$ cat src/rtl/pri_decoder_dispatch.sv
// Priority-index dispatcher: 2-entry index FIFO feeding a one-hot grant that is held until ack.
// Define PRI_DEC_TIMEOUT_EN to enable forced completion after TIMEOUT_CYC unacknowledged cycles.
module pri_decoder_dispatch #(
  parameter int TIMEOUT_CYC = 8
) (
  input  logic       clk,
  input  logic       rst_n,
  input  logic       in_valid,
  input  logic [1:0] in_idx,
  input  logic       in_zero,
  output logic       in_ready,
  output logic [3:0] out_onehot,
  output logic       out_valid,
  input  logic       out_ack,
  output logic       err_pulse,
  output logic [7:0] drop_cnt
);

  typedef enum logic {
    IDLE  = 1'b0,
    DRIVE = 1'b1
  } state_t;

  state_t     state_reg, state_next;

  logic [1:0] fifo_mem_reg [2];
  logic       wr_ptr_reg, rd_ptr_reg;
  logic [1:0] count_reg, count_next;
  logic       fifo_nonempty;
  logic       push, pop, complete, tmo_fire;
  logic [1:0] head_idx;
  logic [3:0] head_onehot;

  logic [3:0] onehot_reg, onehot_next;
  logic       valid_reg, valid_next;

  // Full FIFO refuses input even if it pops this cycle, keeping in_ready off the pop path.
  assign in_ready      = (count_reg != 2'd2);
  assign fifo_nonempty = (count_reg != 2'd0);
  assign push          = in_valid && in_ready && !in_zero;
  assign head_idx      = fifo_mem_reg[rd_ptr_reg];

  genvar gi;
  generate
    for (gi = 0; gi < 4; gi++) begin : g_dec
      assign head_onehot[gi] = (head_idx == 2'(gi));
    end
  endgenerate

  // out_ack only matters while a grant is live, which is exactly the DRIVE state.
  assign complete = (state_reg == DRIVE) && (out_ack || tmo_fire);
  assign pop      = fifo_nonempty && ((state_reg == IDLE) || complete);

  always_comb begin
    count_next = count_reg;
    case ({push, pop})
      2'b10:   count_next = count_reg + 2'd1;
      2'b01:   count_next = count_reg - 2'd1;
      default: count_next = count_reg;
    endcase
  end

  always_ff @(posedge clk or negedge rst_n) begin
    if (!rst_n) begin
      wr_ptr_reg <= 1'b0;
      rd_ptr_reg <= 1'b0;
      count_reg  <= 2'd0;
    end else begin
      if (push) wr_ptr_reg <= ~wr_ptr_reg;
      if (pop)  rd_ptr_reg <= ~rd_ptr_reg;
      count_reg <= count_next;
    end
  end

  always_ff @(posedge clk) begin
    if (push) fifo_mem_reg[wr_ptr_reg] <= in_idx;
  end

  always_ff @(posedge clk or negedge rst_n) begin
    if (!rst_n) state_reg <= IDLE;
    else        state_reg <= state_next;
  end

  always_comb begin
    state_next = state_reg;
    case (state_reg)
      IDLE:    if (fifo_nonempty) state_next = DRIVE;
      DRIVE:   if (complete && !fifo_nonempty) state_next = IDLE;
      default: state_next = IDLE;
    endcase
  end

  // A pop always wins over a bare completion so back-to-back grants have no bubble.
  always_comb begin
    onehot_next = onehot_reg;
    valid_next  = valid_reg;
    if (pop) begin
      onehot_next = head_onehot;
      valid_next  = 1'b1;
    end else if (complete) begin
      onehot_next = 4'b0000;
      valid_next  = 1'b0;
    end
  end

  always_ff @(posedge clk or negedge rst_n) begin
    if (!rst_n) begin
      onehot_reg <= 4'b0000;
      valid_reg  <= 1'b0;
    end else begin
      onehot_reg <= onehot_next;
      valid_reg  <= valid_next;
    end
  end

  assign out_onehot = onehot_reg;
  assign out_valid  = valid_reg;

`ifdef PRI_DEC_TIMEOUT_EN
  localparam logic [7:0] TMO_LAST = 8'(TIMEOUT_CYC - 1);

  logic [7:0] tmo_cnt_reg, tmo_cnt_next;
  logic       err_reg;
  logic [7:0] drop_reg, drop_next;

  // An ack in the final cycle takes precedence and counts as a normal completion.
  assign tmo_fire = (state_reg == DRIVE) && !out_ack && (tmo_cnt_reg == TMO_LAST);

  always_comb begin
    tmo_cnt_next = tmo_cnt_reg;
    if (pop || complete)
      tmo_cnt_next = 8'd0;
    else if ((state_reg == DRIVE) && !out_ack)
      tmo_cnt_next = tmo_cnt_reg + 8'd1;
  end

  always_comb begin
    drop_next = drop_reg;
    if (tmo_fire && (drop_reg != 8'hFF))
      drop_next = drop_reg + 8'd1;
  end

  always_ff @(posedge clk or negedge rst_n) begin
    if (!rst_n) begin
      tmo_cnt_reg <= 8'd0;
      err_reg     <= 1'b0;
      drop_reg    <= 8'd0;
    end else begin
      tmo_cnt_reg <= tmo_cnt_next;
      err_reg     <= tmo_fire;
      drop_reg    <= drop_next;
    end
  end

  assign err_pulse = err_reg;
  assign drop_cnt  = drop_reg;
`else
  logic unused_timeout_cfg;

  assign unused_timeout_cfg = ^(8'(TIMEOUT_CYC));
  assign tmo_fire  = 1'b0;
  assign err_pulse = 1'b0;
  assign drop_cnt  = 8'd0;
`endif

endmodule

$ cat config.mk
export PLATFORM = sky130hd
export DESIGN_NAME = pri_decoder_dispatch
export DESIGN_NICKNAME = d
export VERILOG_FILES = /design/src/rtl/pri_decoder_dispatch.sv
export SDC_FILE = /design/constraint.sdc
export NUM_CORES = 1
export LEC_CHECK = 0
export CAP_MARGIN = 30
export CORE_MARGIN = 3
export CORE_UTILIZATION = 46
export DETAILED_ROUTE_END_ITERATION = 6
export PLACE_DENSITY_LB_ADDON = 0.08
export SLEW_MARGIN = 25
export SYNTH_ARGS = -nofsm -noshare
export SYNTH_HDL_FRONTEND = slang
export SYNTH_SLANG_ARGS = --single-unit
$ cat constraint.sdc
create_clock -name clk -period 2.56 [get_ports clk]
set_input_delay 0.384 -clock clk [delete_from_list [all_inputs] [get_ports clk]]
set_output_delay 0.384 -clock clk [all_outputs]
set_load 0.05 [all_outputs]
==> results of run 1 <==
[worst register-to-register path, stage by stage (launching register included)]
cell	delay [ns]
dfrtp_1	0.45
o21ai_2	0.30
inv_1	0.09
ha_1	0.33
nor2_1	0.13
xor2_1	0.14
[logic make-up (layout without fill, tap and decap cells)]
kind of cell,Yosys count,count (layout),share of synthesized area
flops,14,14,0.5574
simple gates,14,14,0.1111
buf+inv,11,18,0.1130
compound gates,5,5,0.07345
xor+xnor,5,5,0.06591
mux,3,3,0.05461
fa+ha+maj,1,1,0.01883
other cells,1,9,0.005644
[Yosys cell counts]
library cell  instances
mux2i_1               1
dfrtp_1              10
mux2_2                1
xor2_1                1
nor3b_2               1
mux2_4                1
conb_1                1
ha_1                  1
nand3b_1              1
xnor2_1               4
nand2b_1              2
nor2b_1               1
o21ai_2               1
nor2_1                4
buf_4                 9
inv_1                 2
nor3_1                1
edfxtp_1              4
nand2_1               4
a32o_1                4
[area by class of cell]
class | count | share of cell area
clock buffer | 4 | 0.03318
inverter | 2 | 0.009479
multi-input combinational | 37 | 0.3144
sequential | 14 | 0.4676
tap | 15 | 0.02370
timing repair buffer | 12 | 0.1517
[power by group through the flow]
stage                     clock, mW  combinational (mW)  sequential (mW)
after floorplan                   0               0.272            0.507
after global placement            0               0.512            0.390
after detailed placement          0               0.517            0.393
after CTS                     0.133               0.520            0.388
after global routing          0.145               0.557            0.400
final                         0.128               0.515            0.386
[worst paths after layout]
kind / startpoint / to / slack [ns] / cells after the start
max: count_reg[0] / in_ready / 0.49 / 2
min: rst_n / wr_ptr_reg / 0.41 / 1
max reg2reg: count_reg[0] / count_reg[1] / 1.05 / 5
min reg2reg: out_valid / out_valid / 0.48 / 2
max in group asynchronous: rst_n / out_onehot[3] / 1.84 / 1
min in group clk: out_valid / out_valid / 0.48 / 2
[layout by cell type (no fill, tap or decap), types with 2 or more instances in the layout]
cell type,n
nand2_1,4
nor2_1,4
edfxtp_1,4
a32o_1,4
nand2b_1,2
clkbuf_4,3
conb_1,9
xnor2_1,4
clkdlybuf4s50_1,12
inv_1,2
dfrtp_1,10
[routing by layer]
metal,part of all wire,wire length [microns],up-vias,GRT usage
met3,0.077,75,2,0.02490
met2,0.45,438,16,0.1831
met5,0,0,-,0
met1,0.46,442,183,0.1689
li1,-,-,200,-
met4,0.012,12,0,0.09036
[stage by stage]
stage | area (sq um) | worst slack (ns)
after detailed placement | 765.7 | 0.6397
after global routing | 792.0 | 0.3986
after floorplan | 694.4 | 0.7574
final | 792.0 | 0.4856
after global placement | 765.7 | 0.6442
after CTS | 792.0 | 0.4699
==> results.cfg, run 1 <==
[setup_path]
cp_cell_sequence = nand2b_1, clkdlybuf4s50_1
worstPathArrival_ns = 1.69
slowest_delay_ns = 0.81
cp-start-kind = flop
critPathTopFamily = buffers and inverters
slowest_stage = clkdlybuf4s50_1
cp_num_buf_inv = 1
cp-end-kind = primary output
crit_path_max_fanout = 5
critPathKind = reg2out
cp.required_ns = 2.18

[timing]
fin_tns_setup_ns = 0
layout_worst_path_cycle_share = 0.8103
grt_setup_unrepaired = false
drv_slew = 0
fmax_mhz = 482.1
min_period_ns = 2.074
whs_ns = 0.4136
hold_viol_final = 0
finalSetupViolCount = 0
skew_ns = 0.003251

[detailed_routing]
vias = 401
drt_first_pass_iters = 3
wl_per_cell_microns = 11.54
remaining_drc_errors = 0
post_drt_via_cell_ratio = 4.774
routed_wl_microns = 969
drtIter0Drc = 1
postRouteAntennaNets = 0

[floorplan]
die_x_microns = 44.01
num_rows = 13
start_util = 0.4981
io_pins = 22
design.core.area_sq_mm = 0.001334
dieArea_sq_mm = 0.001936
die_h_microns = 44.01

[pwr]
p_leak_nw = 0.3418
finalPower_mw = 1.029
p_switching_uw = 450.7
irDropWorstVdd_uv = 770.9
combPwrFrac = 0.500
seq_power_share = 0.375
powerDensity_mw_per_mm2 = 1300
intPower_uw = 578.5
p_clk_frac = 0.125
p_sw_frac = 0.4379

[place]
hpwl_microns = 771.8
port_buffers = 12
gp_congestion = 0.6551
dpl.cell_count = 80

[global_route]
antenna_found_initial = 0
grt_overflow = 0
grt_first_pass_wirelength_microns = 1725
grt_pass1_vias = 393
track_usage = 0.1270
grt_max_degree = 11

[cts]
numCtsBuffers = 3
cts_setup_buffers = 0
post_cts_resize_count = 0
cts_hold_buf = 0
clk_path_buf_depth = 2
root_buffer = clkbuf_4
cts_htree_levels = 1
cts_tree = yes
path_clk_slew_ns = 0.08
cts.sinks = 14
clk_latency_ns = 0.27

[yosys]
syn_avg_cell_area_sq_um = 12.30
ys_warn_count = 0
synth_area_sq_um = 664.4
yosys-top-cells-area = dfrtp_1, edfxtp_1, buf_4
synth.distinct_cells = 20
synth_top_area_frac = 0.3766
yosys.area.top_type = dfrtp_1
ys_seq_area_frac = 0.5574
syn_inst = 54
ys_ff_latch = 14

[final_layout]
seq_area_sq_um = 370.4
fin_util = 0.5938
nets = 78
num_antenna_cells = 0
multi_input_comb_area_sq_um = 249.0
area_delta_synth_final_pct = 19.21
fillers = 114
layout-drive-gt1-share = 0.1014
finalNonFillerCells = 84

[job]
maxCapViolCount = 0

[worst_hold_path]
hold_class = in2async

[run_status]
status = finished, final reports clean
(Power assumes the default switching activity.)
==> inputs of run 2 (changes only) <==
Settings changed: CORE_ASPECT_RATIO set to 1.2, CORE_UTILIZATION 46 to 39.
Clock period 2.56 ns to 1.7 ns, I/O delays scaled along.
==> run 2 against run 1 <==
Combinational power grew 58%. Non-clock buffer count grew 2. Sequential power grew 53%. Sequential cell count is the same. Register-to-register slack lost 0.78 ns. Design area grew 2.2%. Via count grew 5.2%. Clock skew grew 0.0030 ns. Utilization shrank 6.1 points. Critical endpoint is now count_reg[1]. Largest cell class unchanged. Highest routed layer unchanged.
==> results.cfg, run 2 (synthesis gave the netlist of run 1 again) <==
[final_layout]
most-common-layout-cells = dfrtp_1, conb_1, buf_4
layout_commonest_cell = dfrtp_1
fillers = 140
finalNonFillerCells = 88
fin_util = 0.5325
postLayoutCellArea_sq_um = 809.5
layout-drive-gt1-share = 0.2254
area_delta_synth_final_pct = 21.85
seq_area_sq_um = 370.4
nets = 80
multi_input_comb_area_sq_um = 251.5
num_antenna_cells = 0

[detailed_routing]
remaining_drc_errors = 0
routed_wl_microns = 1086
vias = 422
postRouteAntennaNets = 0
drtIter0Drc = 4
wl_per_cell_microns = 12.34
drt_first_pass_iters = 3
post_drt_via_cell_ratio = 4.795

[timing]
whs_ns = 0.2893
fmax_mhz = 697.1
min_period_ns = 1.435
skew_ns = 0.006236
finalSetupViolCount = 0
fin_tns_setup_ns = 0
setup_ws_ns = 0.2655
hold_viol_final = 0
grt_setup_unrepaired = false
drv_slew = 0
layout_worst_path_cycle_share = 0.8438

[pwr]
combPwrFrac = 0.510
finalPower_mw = 1.599
p_clk_frac = 0.120
p_sw_frac = 0.4402
seq_power_share = 0.369
powerDensity_mw_per_mm2 = 1975
p_switching_uw = 703.6
p_leak_nw = 0.3649
intPower_uw = 895.0
irDropWorstVdd_uv = 885.1

[setup_path]
cp-end-kind = flop
startpoint = count_reg[0]
cp.required_ns = 1.91
crit_path_max_fanout = 5
worstPathArrival_ns = 1.64
ff2ff_path_depth = 5
cp-start-kind = flop
r2r-end = count_reg[1]
endpoint = count_reg[1]
timing.rr.start = count_reg[0]
critPathKind = reg2reg
r2r_slack_ns = 0.27

[floorplan]
dieArea_sq_mm = 0.002237
num_rows = 15
design.core.area_sq_mm = 0.001520
die_x_microns = 43.68
io_pins = 22
start_util = 0.4370
die_h_microns = 51.21

[cts]
clk_path_buf_depth = 2
cts_tree = yes
cts.sinks = 14
post_cts_resize_count = 0
cts_htree_levels = 1
cts_setup_buffers = 0
clk_latency_ns = 0.28
numCtsBuffers = 3
cts_hold_buf = 0
root_buffer = clkbuf_4
path_clk_slew_ns = 0.09

[place]
hpwl_microns = 867.8
dpl.cell_count = 84
gp_congestion = 0.6802
port_buffers = 12
placed_cell_area_sq_um = 783.3
place_ws_ns = 0.008150

[global_route]
grt_pass1_vias = 429
track_usage = 0.1097
grt_max_degree = 11
grt_overflow = 0
antenna_found_initial = 0
grt_first_pass_wirelength_microns = 1718

[worst_hold_path]
hold_class = in2async

[job]
maxCapViolCount = 0

[run_status]
status = finished, final reports clean
## run 2: layer usage
metal / routed length [microns] / GRT usage
met1: 433 / 0.1119
met2: 561 / 0.1869
met3: 74 / 0.03169
met4: 16 / 0.07538
met5: 0 / 0
## run 2: final cells by class
type | instances | share of cell area
multi-input combinational | 37 | 0.3107
clock inverter | 1 | 0.004637
sequential | 14 | 0.4575
clock buffer | 3 | 0.02782
timing repair buffer | 14 | 0.1638
tap | 17 | 0.02628
inverter | 2 | 0.009274
## run 2: power by group through the flow
| stage | registers (mW) | logic, mW | clock network [mW] |
|---|---|---|---|
| 2_1_floorplan | 0.765 | 0.414 | 0 |
| 3_3_place_gp | 0.593 | 0.815 | 0 |
| 3_5_place_dp | 0.602 | 0.824 | 0 |
| 4_1_cts | 0.594 | 0.825 | 0.200 |
| 5_1_grt | 0.607 | 0.871 | 0.220 |
| 6_report | 0.590 | 0.816 | 0.192 |
## run 2: critical path: stages, from the launching register on
cell      delay, ns
dfrtp_1        0.46
nand2b_2       0.19
nand3b_1       0.11
ha_1           0.32
nor2_1         0.13
xor2_1         0.15
## run 2: worst min path at each step
stage	from	end	slack [ns]
global route	rst_n	wr_ptr_reg	0.32
floorplan	rst_n	count_reg[0]	-0.04
detailed placement	wr_ptr_reg	wr_ptr_reg	0.48
global placement	out_valid	out_valid	0.46
finish	rst_n	count_reg[0]	0.29
CTS	rst_n	count_reg[0]	0.30
